File: src/rtl/mem_arbiter.sv
// Two-requester arbiter for the single external memory bus: the fetch (IF) and
// data (MEM) ports share it round-robin, with registered bus outputs and an ACK timeout.
module mem_arbiter #(
  parameter int TIMEOUT = 15,
  parameter int AW      = 32,
  parameter int DW      = 32
) (
  input  logic          CLK1,
  input  logic          RESET,
  input  logic          i_req,
  input  logic [AW-1:0] i_addr,
  output logic [DW-1:0] i_rdata,
  output logic          i_ack,
  input  logic          d_req,
  input  logic          d_write,
  input  logic [1:0]    d_size,
  input  logic [AW-1:0] d_addr,
  input  logic [DW-1:0] d_wdata,
  output logic [DW-1:0] d_rdata,
  output logic          d_ack,
  output logic          bus_err,
  output logic          MREQ,
  output logic          WRITE,
  output logic [1:0]    SIZE,
  output logic [AW-1:0] AD,
  output logic [DW-1:0] DOUT,
  input  logic [DW-1:0] DIN,
  input  logic          ACK
);

  localparam logic [1:0] IDLE  = 2'd0;
  localparam logic [1:0] GNT_I = 2'd1;
  localparam logic [1:0] GNT_D = 2'd2;

  localparam int         CW     = (TIMEOUT < 2) ? 1 : $clog2(TIMEOUT + 1);
  localparam bit         TO_EN  = (TIMEOUT != 0);
  localparam logic [CW-1:0] TO_VAL = CW'(TIMEOUT);

  logic [1:0]    state;
  logic          last_d;
  logic [CW-1:0] cnt;

  logic          i_cand;
  logic          d_cand;
  logic          grant_i;
  logic          grant_d;
  logic [CW-1:0] cnt_inc;
  logic          timeout_hit;

  // A requester whose ack is still high has not yet seen its completion, so it
  // must not be re-granted on the same request level.
  always_comb begin
    i_cand      = i_req & ~i_ack;
    d_cand      = d_req & ~d_ack;
    grant_d     = d_cand & (~i_cand | ~last_d);
    grant_i     = i_cand & ~grant_d;
    cnt_inc     = cnt + CW'(1);
    timeout_hit = TO_EN && (cnt_inc == TO_VAL);
  end

  always_ff @(posedge CLK1) begin
    if (RESET) begin
      state   <= IDLE;
      last_d  <= 1'b0;
      cnt     <= '0;
      MREQ    <= 1'b0;
      WRITE   <= 1'b0;
      SIZE    <= 2'b00;
      AD      <= '0;
      DOUT    <= '0;
      i_rdata <= '0;
      d_rdata <= '0;
      i_ack   <= 1'b0;
      d_ack   <= 1'b0;
      bus_err <= 1'b0;
    end else begin
      i_ack   <= 1'b0;
      d_ack   <= 1'b0;
      bus_err <= 1'b0;
      case (state)
        IDLE: begin
          if (grant_d) begin
            state  <= GNT_D;
            last_d <= 1'b1;
            cnt    <= '0;
            MREQ   <= 1'b1;
            WRITE  <= d_write;
            SIZE   <= d_size;
            AD     <= d_addr;
            DOUT   <= d_wdata;
          end else if (grant_i) begin
            state  <= GNT_I;
            last_d <= 1'b0;
            cnt    <= '0;
            MREQ   <= 1'b1;
            WRITE  <= 1'b0;
            SIZE   <= 2'b10;
            AD     <= i_addr;
            DOUT   <= '0;
          end
        end
        GNT_I, GNT_D: begin
          // A real ACK in the final counted cycle still completes normally.
          if (ACK) begin
            state <= IDLE;
            MREQ  <= 1'b0;
            if (state == GNT_I) begin
              i_rdata <= DIN;
              i_ack   <= 1'b1;
            end else begin
              d_rdata <= DIN;
              d_ack   <= 1'b1;
            end
          end else if (timeout_hit) begin
            state   <= IDLE;
            MREQ    <= 1'b0;
            bus_err <= 1'b1;
            if (state == GNT_I) begin
              i_rdata <= '0;
              i_ack   <= 1'b1;
            end else begin
              d_rdata <= '0;
              d_ack   <= 1'b1;
            end
          end else begin
            cnt <= cnt_inc;
          end
        end
        default: begin
          state <= IDLE;
          MREQ  <= 1'b0;
        end
      endcase
    end
  end

endmodule
File: config.mk
export PLATFORM = sky130hd
export DESIGN_NAME = mem_arbiter
export DESIGN_NICKNAME = d
export VERILOG_FILES = /design/src/rtl/mem_arbiter.sv
export SDC_FILE = /design/constraint.sdc
export NUM_CORES = 1
export LEC_CHECK = 0
export CAP_MARGIN = 20
export CORE_UTILIZATION = 35
export CTS_CLUSTER_SIZE = 12
export DETAILED_ROUTE_END_ITERATION = 12
export GPL_ROUTABILITY_DRIVEN = 0
export PLACE_DENSITY = 0.88
export SLEW_MARGIN = 10
export SYNTH_ARGS = -nofsm -noshare
export SYNTH_HDL_FRONTEND = slang
export SYNTH_SLANG_ARGS = --single-unit
export TNS_END_PERCENT = 5
File: constraint.sdc
create_clock -name CLK1 -period 1.68 [get_ports CLK1]
set_clock_uncertainty 0.05 [all_clocks]
set_input_delay 0.42 -clock CLK1 [delete_from_list [all_inputs] [get_ports CLK1]]
set_output_delay 0.42 -clock CLK1 [all_outputs]
set_load 0.01 [all_outputs]
# ---- Word level (Yosys, flattened, before mapping)
# Cells that the tools add are included.
dict set report totals {
  regBits 142
  in_bits 136
  out_inout_bits 135
}
dict set report op_classes {
  n_addsub 1
  n_eq_ne 7
  n_mux 39
  bitwise_logic 12
  reduce_logical 12
}
# operator n
set ops {}
lappend ops {{$mux 32} 12}
lappend ops {{$mux 4} 4}
lappend ops {{$mux 1} 14}
lappend ops {{$mux 2} 6}
lappend ops {{$pmux 4 s2} 1}
lappend ops {{$not 1->1} 7}
lappend ops {{$ne 3x3->1 const B} 2}
lappend ops {{$reduce_and 3->1} 2}
lappend ops {{$reduce_bool 2->1} 3}
lappend ops {{$add 4x1->4 const B} 1}
lappend ops {{$and 1x1->1} 4}
lappend ops {{$eq 4x4->1 const B} 1}
lappend ops {{$ne 2x2->1 const B} 2}
lappend ops {{$pmux 2 s2} 1}
lappend ops {{$reduce_and 2->1} 2}
lappend ops {{$reduce_and 4->1} 1}
lappend ops {{$reduce_or 2->1} 2}
lappend ops {{$reduce_or 3->1} 1}
lappend ops {{$eq 2x1->1 const B} 1}
lappend ops {{$eq 2x2->1 const B} 1}
lappend ops {{$logic_not 2->1} 1}
lappend ops {{$pmux 1 s2} 1}
lappend ops {{$or 1x1->1} 1}

# ---- Depth between registers and ports, before layout
dict set report depth {
  word_depth 10
  ltp_mapped 8
}

# ---- Worst setup path after synthesis
# Ideal clock, no wire load.
dict set report synth_path {
  path_kind {register to register}
  from {register cnt[0]}
  to {register d_rdata[10]}
  setup_time_ps 117
  arrival_ps 1643
  required_time_ps 1513
  path_slack_ps -129
  path_stages_with_launch 8
  path_buffers 1
  path_cell_list {dfxtp_1 > ha_1 > nand2b_1 > o21a_4 > o21ai_4 > a31oi_4 > buf_6 > a22o_1}
}
dict set report synth_via {
  elab_chain_len 4
}
# item line_no
set synth_lines {}
lappend synth_lines {{start, declared} 41} ;# logic [CW-1:0] cnt;
lappend synth_lines {{start signal, assigned} 126} ;# cnt <= cnt_inc;
lappend synth_lines {{$add 4x1->4} 57} ;# cnt_inc = cnt + CW'(1);
lappend synth_lines {{$eq 4x4->1} 58} ;# timeout_hit = TO_EN && (cnt_inc == TO_VAL);
lappend synth_lines {{$reduce_bool 2->1 (no line)} --}
lappend synth_lines {{$reduce_and 3->1 (no line)} --}
lappend synth_lines {{end signal, assigned} 72} ;# d_rdata <= '0;
lappend synth_lines {{end signal, assigned} 111} ;# d_rdata <= DIN;
lappend synth_lines {{end signal, assigned} 122} ;# d_rdata <= '0;
lappend synth_lines {{end, declared} 19} ;# output logic [DW-1:0] d_rdata,
# No other way between the ends.
# A chain may end at the register's enable or synchronous reset.

# ---- Worst setup path after layout
dict set report layout_path {
  from {register cnt[1]}
  to {register d_rdata[6]}
}
# Same word-level chain as after synthesis.

==> results <==
==> sequential cells by signal (all words and copies together), names as in the netlist <==
name	cells
AD	32
DOUT	32
d_rdata	32
i_rdata	32
cnt	4
SIZE	2
state	2
MREQ	1
WRITE	1
bus_err	1
d_ack	1
i_ack	1
last_d	1
==> cell families after synthesis <==
logic type,synth area share
compound gates,0.262
fa+ha+maj,0.00974
buf+inv,0.0482
flops,0.553
simple gates,0.127
==> metal layers <==
metal	routed length, µm	up-vias	global-route usage	part of all wire
li1	-	2399	-	-
met3	1520	18	0.0816	0.097
met4	190	0	0.0617	0.012
met2	7530	235	0.347	0.48
met5	0	-	0	0
met1	6520	2343	0.233	0.41
==> report_power, final <==
part | total [µW] | internal, µW | switching, µW
clock network | 3640 | 2190 | 1450
logic | 3290 | 1570 | 1720
registers | 4200 | 3920 | 284
==> worst max-delay path: cells and delay by family (launching register included) <==
kind | cells | cell delay, ns
and+or+nand+nor | 1 | 0.14
DFF | 1 | 0.35
AOI/OAI and AO/OA | 4 | 0.79
buffers and inverters | 1 | 0.18
adders and majority gates | 1 | 0.18
==> final cells by class <==
cell class | instances | area [µm²]
Tap cell | 180 | 225
Clock buffer | 19 | 433
Sequential cell | 142 | 2850
Multi-Input combinational cell | 320 | 2140
Inverter | 6 | 22.5
Clock inverter | 13 | 138
Fill cell | 1201 | 5440
Timing Repair Buffer | 294 | 2850
==> stage by stage <==
stage          TNS [ns]  utilization
2_1_floorplan     -1.17            -
3_3_place_gp     -35.93        0.582
3_5_place_dp     -39.38        0.582
4_1_cts           -7.54        0.612
5_1_grt          -11.12        0.614
6_report          -7.11        0.614
==> cells in the final DEF, fill, tap and decap left out, drive strengths merged, types with 6 or more instances in the layout <==
cell type | Yosys | layout
a21oi | 6 | 6
a22o | 64 | 64
a22oi | 34 | 34
a311oi | 32 | 32
buf | 26 | 25
clkbuf | 16 | 19
clkdlybuf4s50 | 0 | 134
dfxtp | 142 | 142
dlygate4sd2 | 0 | 135
inv | 6 | 9
nand2 | 72 | 72
nor2 | 70 | 70
==> what timing repair did <==
| action | in CTS | in global routing |
|---|---|---|
| setup endpoints to repair | 205 | 104 |
| gates cloned | 0 | 0 |
| pin swaps | 0 | 5 |
| gates resized for setup | 136 | 8 |
| buffers inserted | 1 | 0 |
==> how the worst max path moves through the flow <==
stage / slack (ns) / end / startpoint
4_1_cts: -0.13 / d_rdata[6]$_SDFFE_PP0P_ / cnt[1]$_SDFFE_PP0P_
5_1_grt: -0.18 / d_rdata[18]$_SDFFE_PP0P_ / cnt[1]$_SDFFE_PP0P_
3_3_place_gp: -0.32 / AD[19]$_SDFFE_PP0P_ / d_req
6_report: -0.13 / d_rdata[6]$_SDFFE_PP0P_ / cnt[1]$_SDFFE_PP0P_
3_5_place_dp: -0.40 / AD[8]$_SDFFE_PP0P_ / d_req
2_1_floorplan: -0.02 / d_rdata[10]$_SDFFE_PP0P_ / cnt[0]$_SDFFE_PP0P_
==> run summary <==
Worst path cell trace -> ha_4 > nand2b_4 > o21a_4 > o21ai_4 > a31oi_4 > buf_12 > a22o_1
Total congestion overflow -> 0
Failing checks -> setup timing
Initial core utilization -> 0.365
Min-delay worst type -> flop to flop
Worst reg2reg path depth -> 7
Layout cells sized above 1 -> 0.103
Dpl ws -> -0.402 ns
Initial drt markers -> 207
Area share of the largest cell type after synthesis -> 0.553
Num CTS Buffers -> 17
Slowest cell on the critical path -> dfxtp_2
# IOs -> 271
Power Density -> 1290 nW/µm²
Relative slew slack -> 0.739
Hold Path Cell Cnt -> 2
Unique masters post-synth -> 38
Final WS setup -> -0.127 ns
Antenna viol nets, final -> 0
Routed WL -> 15.8 mm
CP max stage delay -> 0.35 ns
Critical Path AT -> 2.05 ns
Port Buf Inserts -> 270
Count leader, synth -> dfxtp_1
Total Die Area -> 15,200 µm²
Crit path max fanout -> 32
Total power -> 11,100 µW
H-tree levels -> 4
Post-Syn Area per Cell -> 10.1 µm²
Syn nets -> 650
Synth area leaders -> dfxtp_1 55%, a22o_1 11%, a311oi_1 5.5%, nand2_1 5.3%, nor2_1 5.0%
Slew @ Worst Pin -> 0.389 ns
Placed Instances -> 941
Critical path class -> flop to flop
Hold Startpoint -> MREQ$_SDFFE_PP0P_
Design area -> 8660 µm²
Register bit count reported by yosys -> 142
Clk slew on worst S/H paths -> 0.06 ns
Area Growth Syn to Fin -> 68.4%
Residual DRC count -> 0
First-pass GRT wire length -> 23.9 mm
Final Hold Viols -> 0
Yosys warning count -> 0
Wire per inst -> 16.2 µm
CTS tree -> done
Status -> complete, but fails checks
Max-slew violation count -> 0
Total Nets Final -> 921
Final worst-path cycle share -> 1.08
Leakage -> 0.00394 µW
Routed vias/inst -> 5.13
Worst skew pair latency -> 0.40 ns
Core Region -> 14,100 µm²
Sequential fraction of the synthesis area -> 0.553
Fmax -> 553 MHz
Root Driver -> clkbuf_16
Worst Path Required -> 1.92 ns
Antenna diodes -> 0
Clock tree buffer depth -> 2
Minimum hold slack -> 0.413 ns
Vias in the first global route -> 4,883
Ys flop type -> dfxtp_1
Crit. End Element -> flop
Hold_buf cts -> 0
Critical R2R Capture -> d_rdata[6]$_SDFFE_PP0P_
Worst R2R Setup Slack -> -0.13 ns
Std-Cell Rows -> 43
Worst r2r src -> cnt[1]$_SDFFE_PP0P_
Die X -> 123 µm
Mapped Cells -> 510
Final setup viols -> 68
DP Area -> 8200 µm²
Drt pass-1 iters -> 7
Gr usage total -> 0.204
Pin count of the biggest net entering global routing -> 52
Vias post-DR -> 4,995
Antenna violations before repair -> 0
Maxcap violations -> 0
Synth cell count leaders -> 142 x dfxtp_1, 72 x nand2_1, 69 x nor2_1, 64 x a22o_1, 34 x a22oi_1
Mapped cell area -> 5140 µm²
Fin cells -> 974
Leading area contributor after synthesis -> dfxtp_1
TritonCTS Sinks -> 142
Worst Hold End -> MREQ$_SDFFE_PP0P_
Hpwl dp -> 11.3 mm
Critical Path Source Type -> flop
FFs w/ async S/R, synth -> 0
Die Ht -> 123 µm
Worst vdd ir -> 0.000765 V
RSZ-0062 raised after global routing -> yes
Final worst path period need -> 1.81 ns
EDFF count, synth -> 0
No activity file was read; power rests on OpenSTA's default activity.
